===== src/rtl/regfile_pkg.sv =====
// rtl/regfile_pkg.sv - shared widths and write-port source select for the regfile arbiter
package regfile_pkg;

  localparam int DATA_W = 32;
  localparam int ADDR_W = 5;
  localparam int NREG   = 1 << ADDR_W;

  typedef enum logic [1:0] {
    SRC_NONE,
    SRC_PIPE,
    SRC_MD
  } wb_src_e;

endpackage


===== src/rtl/rf_scoreboard.sv =====
// rtl/rf_scoreboard.sv - per-register pending-write bits with two combinational read ports
module rf_scoreboard #(
  parameter int NREG   = regfile_pkg::NREG,
  parameter int ADDR_W = regfile_pkg::ADDR_W
) (
  input  logic              clk,
  input  logic              rst_n,
  input  logic              set_i,
  input  logic [ADDR_W-1:0] set_idx_i,
  input  logic              clr_i,
  input  logic [ADDR_W-1:0] clr_idx_i,
  input  logic [ADDR_W-1:0] rd0_idx_i,
  output logic              rd0_busy_o,
  input  logic [ADDR_W-1:0] rd1_idx_i,
  output logic              rd1_busy_o
);
  import regfile_pkg::*;

  logic [NREG-1:0] sb_q, sb_d;

  // Set is applied after clear so a same-index set/clear leaves the bit set.
  always_comb begin
    sb_d = sb_q;
    if (clr_i) sb_d[clr_idx_i] = 1'b0;
    if (set_i && (set_idx_i != '0)) sb_d[set_idx_i] = 1'b1;
  end

  always_ff @(posedge clk) begin
    if (!rst_n) sb_q <= '0;
    else        sb_q <= sb_d;
  end

  assign rd0_busy_o = (rd0_idx_i != '0) && sb_q[rd0_idx_i];
  assign rd1_busy_o = (rd1_idx_i != '0) && sb_q[rd1_idx_i];

endmodule


===== src/rtl/regfile_wb_arbiter.sv =====
// rtl/regfile_wb_arbiter.sv - shares the regfile write port between pipeline WB and mul/div results
module regfile_wb_arbiter #(
  parameter int DATA_W     = regfile_pkg::DATA_W,
  parameter int ADDR_W     = regfile_pkg::ADDR_W,
  parameter int NREG       = regfile_pkg::NREG,
  parameter int STARVE_MAX = 4
) (
  input  logic              clk,
  input  logic              rst_n,
  input  logic              pipe_we,
  input  logic [ADDR_W-1:0] pipe_waddr,
  input  logic [DATA_W-1:0] pipe_wdata,
  input  logic              md_issue,
  input  logic [ADDR_W-1:0] md_issue_rd,
  input  logic              md_valid,
  input  logic [ADDR_W-1:0] md_rd,
  input  logic [DATA_W-1:0] md_data,
  output logic              md_ready,
  input  logic [ADDR_W-1:0] rs_addr,
  input  logic [ADDR_W-1:0] rt_addr,
  output logic              rs_busy,
  output logic              rt_busy,
  output logic              stall_req,
  output logic              RegWrite,
  output logic [ADDR_W-1:0] WriteReg,
  output logic [DATA_W-1:0] WriteData
);
  import regfile_pkg::*;

  localparam logic [3:0] STARVE_LIM = 4'(STARVE_MAX);

  logic              buf_valid_q, buf_valid_d;
  logic [ADDR_W-1:0] buf_rd_q, buf_rd_d;
  logic [DATA_W-1:0] buf_data_q, buf_data_d;
  logic [3:0]        cnt_q, cnt_d;
  logic              stall_q, stall_d;
  logic              pipe_wr, accept, drain, blocked;
  wb_src_e           src;

  assign pipe_wr   = pipe_we && (pipe_waddr != '0);
  assign drain     = buf_valid_q && !pipe_wr;
  assign blocked   = buf_valid_q && pipe_wr;
  assign md_ready  = rst_n && !buf_valid_q;
  assign accept    = md_valid && md_ready;
  assign stall_req = stall_q;

  always_comb begin
    src = SRC_NONE;
    if (pipe_wr) src = SRC_PIPE;
    else if (buf_valid_q && (buf_rd_q != '0)) src = SRC_MD;
  end

  always_comb begin
    RegWrite  = 1'b0;
    WriteReg  = '0;
    WriteData = '0;
    if (rst_n) begin
      case (src)
        SRC_PIPE: begin
          RegWrite  = 1'b1;
          WriteReg  = pipe_waddr;
          WriteData = pipe_wdata;
        end
        SRC_MD: begin
          RegWrite  = 1'b1;
          WriteReg  = buf_rd_q;
          WriteData = buf_data_q;
        end
        default: ;
      endcase
    end
  end

  // Drain and accept never coincide: accept needs an empty buffer.
  always_comb begin
    buf_valid_d = buf_valid_q;
    buf_rd_d    = buf_rd_q;
    buf_data_d  = buf_data_q;
    cnt_d       = '0;
    stall_d     = 1'b0;
    if (drain) buf_valid_d = 1'b0;
    if (accept) begin
      buf_valid_d = 1'b1;
      buf_rd_d    = md_rd;
      buf_data_d  = md_data;
    end
    if (blocked) begin
      if (cnt_q + 4'd1 == STARVE_LIM) stall_d = 1'b1;
      else                           cnt_d   = cnt_q + 4'd1;
    end
  end

  always_ff @(posedge clk) begin
    if (!rst_n) begin
      buf_valid_q <= 1'b0;
      buf_rd_q    <= '0;
      buf_data_q  <= '0;
      cnt_q       <= '0;
      stall_q     <= 1'b0;
    end else begin
      buf_valid_q <= buf_valid_d;
      buf_rd_q    <= buf_rd_d;
      buf_data_q  <= buf_data_d;
      cnt_q       <= cnt_d;
      stall_q     <= stall_d;
    end
  end

  rf_scoreboard #(
    .NREG   (NREG),
    .ADDR_W (ADDR_W)
  ) u_scoreboard (
    .clk        (clk),
    .rst_n      (rst_n),
    .set_i      (md_issue),
    .set_idx_i  (md_issue_rd),
    .clr_i      (drain),
    .clr_idx_i  (buf_rd_q),
    .rd0_idx_i  (rs_addr),
    .rd0_busy_o (rs_busy),
    .rd1_idx_i  (rt_addr),
    .rd1_busy_o (rt_busy)
  );

endmodule

===== config.mk =====
export PLATFORM = sky130hd
export DESIGN_NAME = regfile_wb_arbiter
export DESIGN_NICKNAME = d
export VERILOG_FILES = /design/src/rtl/regfile_pkg.sv /design/src/rtl/rf_scoreboard.sv /design/src/rtl/regfile_wb_arbiter.sv
export SDC_FILE = /design/constraint.sdc
export NUM_CORES = 1
export LEC_CHECK = 0
export ABC_AREA = 1
export ABC_CLOCK_PERIOD_IN_PS = 2300
export CELL_PAD_IN_SITES_DETAIL_PLACEMENT = 2
export CELL_PAD_IN_SITES_GLOBAL_PLACEMENT = 2
export CORE_ASPECT_RATIO = 2
export CORE_UTILIZATION = 32
export CTS_CLUSTER_DIAMETER = 40
export DETAILED_ROUTE_END_ITERATION = 8
export DONT_BUFFER_PORTS = 1
export GPL_TIMING_DRIVEN = 0
export PLACE_DENSITY = 0.83
export SKIP_CTS_REPAIR_TIMING = 1
export SLEW_MARGIN = 10
export SYNTH_ARGS = -nofsm -noshare
export SYNTH_HDL_FRONTEND = slang
export SYNTH_SLANG_ARGS = --single-unit

===== constraint.sdc =====
create_clock -name clk -period 2.3 [get_ports clk]
set_clock_uncertainty 0.2 [all_clocks]
set_input_delay 0.575 -clock clk [delete_from_list [all_inputs] [get_ports clk]]
set_output_delay 0.575 -clock clk [all_outputs]
set_load 0.02 [all_outputs]

==> results of run 1 <==
==> worst paths after layout <==
path | to | slack (ns)
max | WriteData[14] | -0.15
min | buf_data_q[6] | 0.15
max reg2reg | u_scoreboard.sb_q[29] | 0.55
min reg2reg | cnt_q[0] | 0.26
==> cells in the final DEF (no fill, tap or decap), types with 3 or more instances in the layout <==
cell type and count:
o21ai_4 30, inv_8 3, nand3_2 4, nand4_1 4
a21oi_1 32, nor2_4 4, inv_2 16, nor2_1 43
buf_2 8, nor3_2 4, buf_12 6, dfxtp_1 69
nand3_1 82, buf_8 5, buf_4 22, clkbuf_16 14
nand2_1 262, nand2_2 10, clkbuf_1 8, inv_1 45
dfxtp_4 4, o21ai_1 40
==> power by group through the flow <==
stage	clock, mW	sequential (mW)	combinational [mW]
after floorplan	0	1.41	0.384
after global placement	0	1.41	0.499
after detailed placement	0	1.42	0.524
after CTS	1.42	1.39	0.528
after global routing	1.47	1.40	0.762
final	1.41	1.39	0.714
==> area by class of cell <==
cell class	instances	area [um^2]
clock inverters	4	51.3
multi-input cells	534	2840
repair buffers	18	223
clock buffers	11	243
inverters	66	285
repair inverters	2	15.0
plain buffers	36	340
fillers	1574	7650
well taps	155	194
flip-flops and latches	75	1520
==> per-layer routing <==
| layer | routed length (um) | share of wire | track usage | vias to the layer above |
|---|---|---|---|---|
| met5 | 0 | 0 | 0 | - |
| met4 | 838 | 0.041 | 0.137 | 0 |
| met3 | 814 | 0.040 | 0.0478 | 53 |
| met2 | 12500 | 0.61 | 0.527 | 169 |
| met1 | 6170 | 0.30 | 0.197 | 2413 |
| li1 | - | - | - | 2331 |
==> registers in the layout, indices dropped and copies added (netlist names) <==
signal,cells
stall_req,1
buf_rd_q,5
u_scoreboard.sb_q,32
buf_valid_q,1
cnt_q,4
buf_data_q,32
==> synth_stat cells, types with 2 or more instances <==
| cell type | count |
|---|---|
| inv_1 | 46 |
| buf_4 | 11 |
| clkinv_1 | 2 |
| buf_6 | 4 |
| clkbuf_1 | 7 |
| a31oi_1 | 2 |
| nand2_1 | 272 |
| dfxtp_1 | 75 |
| a21oi_1 | 34 |
| inv_2 | 15 |
| buf_2 | 14 |
| o21ai_1 | 71 |
| nor2_4 | 2 |
| inv_4 | 3 |
| nand3_1 | 86 |
| nor2_1 | 45 |
| nand4_2 | 2 |
| nor3_2 | 4 |
| nand4_1 | 4 |
==> critical path, cell delays in order <==
cell and delay (ns):
inv_2 0.11, nand4_4 0.13, nand2_4 0.16, nand3_4 0.21, buf_12 0.24, o21ai_4 0.22
==> metrics by stage <==
step	util	TNS (ns)	total power [mW]	hold slack (ns)	setup WS, ns
2_1_floorplan	-	0	1.79	0.218	0.0127
5_1_grt	0.427	-4.86	3.63	0.160	-0.161
3_5_place_dp	0.341	-7.66	1.94	0.249	-0.299
6_report	0.427	-3.91	3.52	0.154	-0.145
4_1_cts	0.363	-10.06	3.34	0.152	-0.337
3_3_place_gp	0.341	-6.46	1.91	0.227	-0.217
==> cells by family after synthesis <==
kind of cell             share of synthesized area
flip-flops                                   0.344
AND/OR/NAND/NOR                              0.410
adder cells (fa/ha/maj)                    0.00287
XOR/XNOR                                   0.00402
buffers and inverters                        0.110
AO/OA/AOI/OAI                                0.129
==> impl_metrics.csv, run 1 <==
group,metric,value,unit
status,outcome,"complete, but fails checks",
status,violations,"DRC, setup timing",
synth,yosys.area.top_type_share,0.344,
synth,netlist_area,4360,um^2
routing,drtAntennaViolNets,0,
sta,setup_viol,35,
placed_design,dp_hpwl,14.5,mm
synth,async_reset_ff_frac,0,
clock_network,clock_latency,0.34,ns
floorplanning,chipWidth,84.6,um
power,combPwrFrac,0.203,
power,p_sw,1.06,mW
hold_path,min_path_cells,2,
worst_setup_path,crit_start,"pipe_waddr[2]",
cells_and_area,syn2layout_area_growth,31.0,%
synth,synth_flop_cell,"dfxtp_1",
global_route,overflow,0,
synth,ys_seq_area_frac,0.344,
clock_network,clockRootBuffer,"clkbuf_16",
global_route,grt_max_degree,13,
clock_network,cts_made_buffers,9,
clock_network,path_clk_slew,0.06,ns
worst_setup_path,end_kind,"output pin",
power,pwr-share-clk,0.401,
clock_network,tritoncts,"yes",
clock_network,clockBufferDepth,2,
power,power.share.sequential,0.396,
placed_design,place_inst,866,
sta,relSlewSlack,0.454,
sta,finalHoldViolations,0,
cells_and_area,instances_no_fill,901,
synth,yosys-top-cells-area,"dfxtp_1 34%, nand2_1 23%, nand3_1 9.9%",
power,p_leak,2.24,nW
sta,maxSlewViolCount,0,
power,power.density,616,nW/um^2
synth,synth-edff-count,0,
floorplanning,die_h,167,um
sta,period_share,1.06,
clock_network,htreeDepth,3,
sta,setup_slack,-0.145,ns
routing,wl_per_cell,22.5,um
synth,syn_inst,711,
cells_and_area,drive_gt1_frac,0.204,
worst_setup_path,worstPathArrival,1.67,ns
routing,vias,4966,
global_route,grt_use_total,0.248,
power,max-vdd-ir-drop,477,uV
routing,drt_pre_antenna_iters,7,
synth,yosysWarnings,0,
worst_setup_path,critPathRequiredTime,1.52,ns
floorplanning,core,13400,um^2
placed_design,dpl_cell_area,4560,um^2
sta,worst_pin_slew,0.817,ns
sta,fmax,409,MHz
floorplanning,rows,60,
sta,rsz0062_at_grt,"true",
floorplanning,die-area,14100,um^2
cells_and_area,antenna_cells,0,
synth,avgSynthCellArea,6.13,um^2
routing,viasPerCell,5.51,
placed_design,port_buffers,0,
routing,route.detailed.drc,3,
cells_and_area,nets,837,
placed_design,place_congestion,0.882,
global_route,grt_antenna_before_repair,0,
worst_setup_path,path_class,"input pin to output pin",
power,p_int,2.45,mW
floorplanning,ioPinCount,136,
worst_setup_path,worst_setup_path_start_kind,"input pin",
global_route,grt_pass1_vias,5382,
synth,synth-seq-cells,75,
global_route,grt_pass1_wl,27.2,mm
worst_setup_path,timing.rr.start,"buf_rd_q[0]",
hold_path,min_from,"md_data[6]",
worst_setup_path,reg2reg_depth,7,
floorplanning,start_util,0.326,
routing,drtIter0Drc,184,
hold_path,hold_path.class,"input pin to register",
job,cap_violations,0,
synth,yosysTopAreaCell,"dfxtp_1",
power,switching_share,0.303,
synth,syn-num-nets,806,
sta,fin_crit,2.45,ns
worst_setup_path,crit_fanout,10,
routing,drt_wl_total,20.3,mm
clock_network,clock_sinks,75,
cells_and_area,final_area,5710,um^2
synth,synth_cell_types,31,
Note: power is estimated with default switching activity, not from simulation.
==> inputs of run 2 (changes only) <==
REMOVE_ABC_BUFFERS = 1   (was default)
==> run 2 against run 1 <==
The run still ends with DRC, setup timing left. Maximum frequency shrank 1.2%. Non-clock buffer count shrank 36. Highest routed layer unchanged. Via count grew 2.6%. Sequential power is essentially flat.
==> impl_metrics.csv, run 2 (same netlist as run 1, synthesis figures left out) <==
group,metric,value,unit
status,outcome,"complete, but fails checks",
status,violations,"DRC, setup timing",
routing,drt_wl_total,22.4,mm
cells_and_area,fillers,1596,
routing,drt_pre_antenna_iters,9,
global_route,grt_pass1_wl,26.1,mm
cells_and_area,reg_top3,"buf_data_q (32), u_scoreboard.sb_q (32), buf_rd_q (5)",
sta,fin_setup_tns,-3.54,ns
clock_network,htreeDepth,3,
sta,fin_crit,2.48,ns
routing,route.detailed.drc,6,
sta,maxSlewViolCount,0,
cells_and_area,instances_no_fill,865,
routing,vias,5097,
power,p_int,2.39,mW
global_route,grt_use_total,0.234,
worst_setup_path,critPathRequiredTime,1.52,ns
floorplanning,chipWidth,84.6,um
sta,fmax,404,MHz
global_route,overflow,0,
cells_and_area,drive_gt1_frac,0.177,
global_route,grt_antenna_before_repair,0,
clock_network,tritoncts,"yes",
power,power.share.sequential,0.403,
routing,drtAntennaViolNets,0,
sta,relSlewSlack,0.382,
power,p_sw,1.10,mW
cells_and_area,antenna_cells,0,
worst_setup_path,end_kind,"output pin",
clock_network,clockBufferDepth,2,
routing,viasPerCell,5.89,
clock_network,path_clk_slew,0.07,ns
placed_design,port_buffers,0,
placed_design,place_inst,830,
placed_design,place_congestion,0.853,
sta,setup_slack,-0.175,ns
placed_design,dp_hpwl,12.5,mm
global_route,grt_pass1_vias,5237,
floorplanning,core,13400,um^2
sta,hold_ws,0.145,ns
hold_path,hold_path.class,"input pin to register",
routing,drtIter0Drc,223,
routing,wl_per_cell,25.9,um
sta,setup_viol,35,
cells_and_area,syn2layout_area_growth,21.7,%
worst_setup_path,worstPathArrival,1.70,ns
sta,rsz0062_at_grt,"true",
worst_setup_path,crit_fanout,17,
floorplanning,start_util,0.326,
sta,worst_pin_slew,0.923,ns
clock_network,clock_latency,0.36,ns
power,p_leak,2.04,nW
floorplanning,rows,60,
cells_and_area,mostFrequentLayoutCell,"nand2_1",
cells_and_area,final_area,5310,um^2
power,power.density,657,nW/um^2
floorplanning,die_h,167,um
power,pwr-share-clk,0.418,
clock_network,clockRootBuffer,"clkbuf_16",
clock_network,cts_made_buffers,9,
cells_and_area,final_cell_mix,"259 x nand2_1, 86 x nand3_1, 66 x dfxtp_1, 45 x inv_1, 43 x nor2_1",
sta,finalHoldViolations,0,
clock_network,clock_sinks,75,
power,max-vdd-ir-drop,645,uV
global_route,grt_max_degree,73,
placed_design,dpl_cell_area,4330,um^2
job,cap_violations,0,
floorplanning,die-area,14100,um^2
worst_setup_path,path_class,"input pin to output pin",
worst_setup_path,worst_setup_path_start_kind,"input pin",
cells_and_area,nets,802,
power,switching_share,0.315,
power,combPwrFrac,0.179,
floorplanning,ioPinCount,136,
sta,period_share,1.08,
[run 2: changes by cell type in the layout (fill, tap and decap cells not counted), moves of 7 or more]
cell	delta
clkbuf_1	-7
buf_2	-8
o21ai_2	+11
buf_4	-12
o21ai_4	-8
[run 2: area by class of cell]
type	count	area [um^2]	area share
inverters	66	262	0.0492
well taps	155	194	0.0365
clock buffers	11	243	0.0457
clock inverters	3	40.0	0.00754
multi-input cells	537	2810	0.529
repair buffers	18	240	0.0452
flip-flops and latches	75	1520	0.287
[run 2: final timing paths]
kind                                 to             startpoint  slack [ns]  cells past startpoint
setup / recovery           WriteData[6]          pipe_waddr[2]       -0.18                      8
hold / removal           buf_data_q[31]            md_data[31]        0.14                      2
setup reg to reg          buf_data_q[8]            buf_valid_q        0.32                      5
hold reg to reg   u_scoreboard.sb_q[30]  u_scoreboard.sb_q[30]        0.27                      2
[run 2: stage by stage]
stage                     worst slack, ns  power (mW)   util
after floorplan                    -0.299        1.73      -
after global routing               -0.193        3.56  0.397
after detailed placement           -0.743        1.86  0.324
final                              -0.175        3.49  0.397
after CTS                          -0.840        3.25  0.345
after global placement              -1.03        1.83  0.324
[run 2: routing by layer]
metal / GRT usage / share of wire
met5: 0 / 0
met4: 0.120 / 0.070
met3: 0.0463 / 0.055
met2: 0.462 / 0.55
met1: 0.219 / 0.33
[run 2: worst max-delay path, stage by stage]
cell and delay, ns:
clkinvlp_4 0.13, nand4_4 0.18, nand2_8 0.10, buf_4 0.17, nor2_4 0.12, buf_12 0.17
nand2_1 0.10, o21ai_2 0.15
[run 2: power groups by stage]
stage	Clock, mW	Combinational, mW	Sequential [mW]
4_1_cts	1.41	0.433	1.40
5_1_grt	1.49	0.659	1.41
2_1_floorplan	0	0.319	1.42
6_report	1.46	0.625	1.40
3_3_place_gp	0	0.407	1.43
3_5_place_dp	0	0.429	1.43
==> inputs of run 3 (changes only) <==
CORE_MARGIN = 3   (was default)
==> run 3 against run 2 <==
The run ends with setup timing left. Via count decreased by 0.59%. Highest routed layer unchanged. Clock power about the same. Register-to-register slack got worse by 0.03 ns. Routed wire length increased by 2.6%. Critical endpoint is now WriteData[25].
==> impl_metrics.csv, run 3 (same netlist as run 1, synthesis figures left out) <==
group,metric,value,unit
status,outcome,"complete, but fails checks",
status,violations,"setup timing",
power,p_int,2.43,mW
cells_and_area,reg_top3,"buf_data_q (32), u_scoreboard.sb_q (32), buf_rd_q (5)",
worst_setup_path,critPathRequiredTime,1.52,ns
cells_and_area,regArea,1530,um^2
cells_and_area,drive_gt1_frac,0.193,
cells_and_area,multi_input_area,2910,um^2
power,p_leak,2.08,nW
sta,setup_viol,34,
worst_setup_path,crit_fanout,5,
power,max-vdd-ir-drop,385,uV
worst_setup_path,path_class,"input pin to output pin",
routing,top_layer,"met4",
clock_network,clock_sinks,75,
floorplanning,die-area,15200,um^2
power,pwr-share-clk,0.420,
global_route,grt_use_total,0.227,
routing,vias,5067,
routing,drtAntennaViolNets,0,
global_route,grt_pass1_vias,5267,
worst_setup_path,worst_setup_path_start_kind,"input pin",
worst_setup_path,timing.rr.start,"buf_valid_q",
sta,setup_slack,-0.166,ns
floorplanning,chipWidth,88.6,um
cells_and_area,finish.utilization,0.411,
power,switching_share,0.308,
clock_network,htreeDepth,3,
power,p_sw,1.08,mW
worst_setup_path,endpoint,"WriteData[25]",
sta,fmax,405,MHz
sta,finalHoldViolations,0,
clock_network,clock_latency,0.35,ns
routing,drt_pre_antenna_iters,4,
floorplanning,ioPinCount,136,
cells_and_area,mostFrequentLayoutCell,"nand2_1",
power,combPwrFrac,0.178,
cells_and_area,fillers,1519,
worst_setup_path,path_delay_family,"simple AND/OR/NAND/NOR gates",
floorplanning,start_util,0.332,
routing,dr_wl_met2,12.7,mm
placed_design,port_buffers,0,
clock_network,path_clk_slew,0.06,ns
global_route,grt_max_degree,73,
sta,fin_setup_tns,-3.04,ns
sta,worst_pin_slew,0.893,ns
worst_setup_path,reg2reg_slack,0.29,ns
cells_and_area,nets,801,
clock_network,cts_made_buffers,9,
power,power.share.sequential,0.401,
job,cap_violations,0,
global_route,grt_antenna_before_repair,1,
worst_setup_path,crit_start,"pipe_waddr[2]",
worst_setup_path,path_cells,"inv_1 -> nand4_4 -> buf_6 -> nand2_4 -> nor2_4 -> clkbuf_16 -> nand2_2 -> o21ai_4",
routing,wl_per_cell,26.6,um
cells_and_area,syn2layout_area_growth,23.8,%
clock_network,clockBufferDepth,2,
floorplanning,core,13100,um^2
routing,wl_met1,7.63,mm
routing,drtIter0Drc,233,
sta,relSlewSlack,0.402,
worst_setup_path,end_kind,"output pin",
routing,viasPerCell,5.87,
placed_design,dp_hpwl,12.9,mm
routing,wl_met3,1.24,mm
clock_network,clockRootBuffer,"clkbuf_16",
floorplanning,die_h,171,um
sta,period_share,1.07,
worst_setup_path,critical_path_buf_inv_count,3,
hold_path,hold_path.class,"input pin to register",
placed_design,place_congestion,0.883,
worst_setup_path,path_depth,8,
global_route,grt_pass1_wl,26.9,mm
sta,maxSlewViolCount,0,
global_route,overflow,0,
sta,fin_crit,2.47,ns
worst_setup_path,r2r-end,"buf_rd_q[1]",
routing,route.detailed.drc,0,
cells_and_area,final_cell_mix,"255 x nand2_1, 84 x nand3_1, 60 x dfxtp_1, 45 x inv_1, 43 x nor2_1",
clock_network,tritoncts,"yes",
sta,rsz0062_at_grt,"true",
power,power.density,650,nW/um^2
worst_setup_path,critPathMaxStageDelay,0.27,ns
floorplanning,rows,59,
worst_setup_path,worstPathArrival,1.69,ns
routing,drt_wl_total,23.0,mm
worst_setup_path,slowest_stage,"nor2_4",
worst_setup_path,reg2reg_depth,5,
==> run 3: how the worst min path moves through the flow <==
stage,startpoint,endpoint,slack [ns],cells after the start
6_report,md_data[0],buf_data_q[0],0.16,2
5_1_grt,md_data[0],buf_data_q[0],0.17,2
4_1_cts,md_data[16],buf_data_q[16],0.16,2
3_5_place_dp,u_scoreboard.sb_q[7],u_scoreboard.sb_q[7],0.26,2
3_3_place_gp,cnt_q[0],cnt_q[0],0.23,1
2_1_floorplan,cnt_q[0],cnt_q[0],0.22,1
==> run 3: power groups by stage <==
stage / sequential, mW / combinational [mW] / clock (mW)
after floorplan: 1.42 / 0.319 / 0
after global placement: 1.43 / 0.408 / 0
after detailed placement: 1.43 / 0.430 / 0
after CTS: 1.40 / 0.435 / 1.43
after global routing: 1.41 / 0.670 / 1.54
final: 1.41 / 0.626 / 1.48
==> run 3: final cells by class <==
type / count / share of cell area
multi-input combinational: 538 / 0.538
sequential: 75 / 0.283
clock buffer: 13 / 0.0482
inverter: 66 / 0.0482
timing repair buffer: 16 / 0.0408
tap: 152 / 0.0352
clock inverter: 2 / 0.00649
antenna: 1 / 0.000463
==> run 3: per-layer routing <==
layer  vias up  GRT usage
met4         0      0.107
met2       222      0.437
met5         -          0
met3        78     0.0448
li1       2265          -
met1      2502      0.222
==> run 3: per-stage QoR <==
step                hold WS, ns  cells  setup slack [ns]  cell area [um^2]  power (mW)
finish                    0.157    863            -0.166              5400        3.51
global route              0.173    863            -0.197              5400        3.62
CTS                       0.157    842            -0.833              4620        3.27
detailed placement        0.261    827            -0.736              4330        1.86
global placement          0.225    827             -1.04              4330        1.84
floorplan                 0.218    675            -0.299              4140        1.73
==> RTL edit (settings of run 3) <==
Change the package constant `DATA_W` from 32 to 16.
--- a/src/rtl/regfile_pkg.sv
+++ b/src/rtl/regfile_pkg.sv
@@ -1,7 +1,7 @@
 // rtl/regfile_pkg.sv - shared widths and write-port source select for the regfile arbiter
 package regfile_pkg;
 
-  localparam int DATA_W = 32;
+  localparam int DATA_W = 16;
   localparam int ADDR_W = 5;
   localparam int NREG   = 1 << ADDR_W;
 
Interface: changed (resized WriteData, md_data and pipe_wdata); port bits go from 136 to 88. The function was not compared with the original's and may differ.
==> RTL edit against run 3 <==
- the run still ends with negative setup slack left
- combinational power fell by 24%
- non-clock buffer count rose by 1
- wire length fell by 25%
- synthesized area fell by 16%
- first-iteration DRC count fell by 36%
- sequential power fell by 22%
- worst setup slack improved by 0.032 ns
- count of clock-buffer cells in the layout did not move
- sequential cell count fell by 16
- design area fell by 17%
- power fell by 16%
- register-to-register slack improved by 0.07 ns
- clock power fell by 7%
- highest routed layer unchanged
==> RTL edit: results (changes against run 3) <==
stage,metric,value,unit,change
placement,placed instance area,3655,um2,-16%
global_routing,vias in the first global route,4559,,-13%
global_routing,first-pass GRT wire length,22610,um,-16%
critical_path,Critical R2R Capture,buf_rd_q[3]$_SDFFE_PN0P_,,
final_layout,# nets final,669,,-16%
critical_path,R2R depth,5,,unchanged
sta,post-route setup slack,-0.1348,ns,+0.03160 ns
synthesis,Syn Inst Count,604,,-15%
critical_path,FF-to-FF setup slack,0.36,ns,+0.07 ns
placement,Post-Place Cells,715,,-14%
placement,Final GP Congestion,0.8127,,-8.0%
run_status,status,"complete, but fails checks",,
synthesis,largest cells by area after synthesis,"dfxtp_1 32%, nand2_1 23%, nand3_1 12%, inv_1 5.9%, a21oi_1 4.6%",,
global_routing,largest net degree at the start of global routing,41,,-44%
final_layout,layout cells sized above 1,0.1492,,-0.04378
hold_path,Hold Path End,buf_data_q[13]$_SDFFE_PN0P_,,
global_routing,initial antenna violation count,0,,-1
pwr,Leak Pwr,0.001725,uW,-17%
hold_path,Hold Crit Class,in2reg,,
route,vias per inst,5.587,,-4.8%
global_routing,gr usage total,0.2281,,+0.001111
clock_tree,Max clock buf depth,2,,unchanged
critical_path,Critical path origin,pipe_waddr[1],,
synthesis,synth unique cells,36,,+16%
final_layout,# diodes,0,,-1
sta,Worst-Margin Slew,0.9018,ns,+0.008824 ns
critical_path,CP Data Arrival Time,1.66,ns,-0.03 ns
placement,dpl ws,-0.8406,ns,-0.1044 ns
die,die span in x,81.73,um,-7.7%
pwr,Peak supply drop,403.4,uV,+4.7%
hold_path,beginning of the worst hold path,md_data[13],,
sta,Setup-failing EPs final,20,,-41%
final_layout,Largest regs,"u_scoreboard.sb_q (32), buf_data_q (16), buf_rd_q (5)",,
route,Vias,4190,,-17%
route,Initial DRC Count,150,,-36%
placement,Post-DP HPWL,10500,um,-19%
clock_tree,Clock Latency Late Sink,0.33,ns,-0.02 ns
route,Routed WL,17280,um,-25%
synthesis,sequential fraction of the synthesis area,0.3219,,-0.02238
synthesis,most common flop cell mapped by yosys,dfxtp_1,,
synthesis,"top cells by count, synth","222 x nand2_1, 86 x nand3_1, 59 x dfxtp_1",,
run_status,failing checks,negative setup slack,,
[RTL edit: changes by cell type after synthesis, moves of 3 or more]
cell / delta
nor3_1: +3
nand2_1: -50
o21ai_0: +25
o21ai_1: -66
clkbuf_1: -3
dfxtp_1: -16
o21ai_2: +9
inv_2: -13
buf_2: -5
nor3_2: -4
inv_1: +12
[RTL edit: cells by family after synthesis]
kind of cell,after synthesis,synth area share
adders and majority gates,1,0.003409
DFF,59,0.3219
and+or+nand+nor,371,0.4316
AOI/OAI and AO/OA,78,0.1193
buffers and inverters,93,0.1190
xor gates and xnor gates,2,0.004774
[RTL edit: where the power goes]
group | switching (uW) | total (uW) | internal, uW
clock network | 476 | 1370 | 890
registers | 37.8 | 1100 | 1060
logic | 336 | 475 | 139
[RTL edit: final cells by class]
cell class | instances | area [um2]
tap | 140 | 175.2
multi-input combinational | 455 | 2341
sequential | 59 | 1190
clock buffer | 13 | 260.3
clock inverter | 2 | 35.03
inverter | 64 | 262.8
timing repair buffer | 17 | 197.7
fill | 1362 | 6619
[RTL edit: worst max path at each step]
stage | end | slack [ns] | cells after the start
2_1_floorplan | WriteData[0] | -0.36 | 2
3_3_place_gp | WriteData[0] | -0.91 | 2
3_5_place_dp | WriteReg[2] | -0.84 | 6
4_1_cts | WriteReg[2] | -0.86 | 6
5_1_grt | WriteReg[3] | -0.18 | 7
6_report | WriteReg[3] | -0.13 | 7
[RTL edit: layer usage]
metal / part of all wire / GRT usage / routed length (um)
met1: 0.32 / 0.2198 / 5550
met2: 0.57 / 0.4465 / 9901
met3: 0.056 / 0.04868 / 968
met4: 0.049 / 0.08954 / 854
met5: 0 / 0 / 0
[RTL edit: through the flow]
stage | TNS (ns) | hold slack, ns
global placement | -18.14 | 0.2301
global route | -2.926 | 0.1702
detailed placement | -13.21 | 0.2436
floorplan | -4.525 | 0.2176
finish | -1.774 | 0.1667
CTS | -13.90 | 0.1566
[RTL edit: critical path, cell delays in order]
cell,delay (ns)
nor2_4,0.09
nand4_1,0.11
buf_6,0.16
nand2_8,0.11
nand3_4,0.13
buf_12,0.19
o22ai_4,0.27
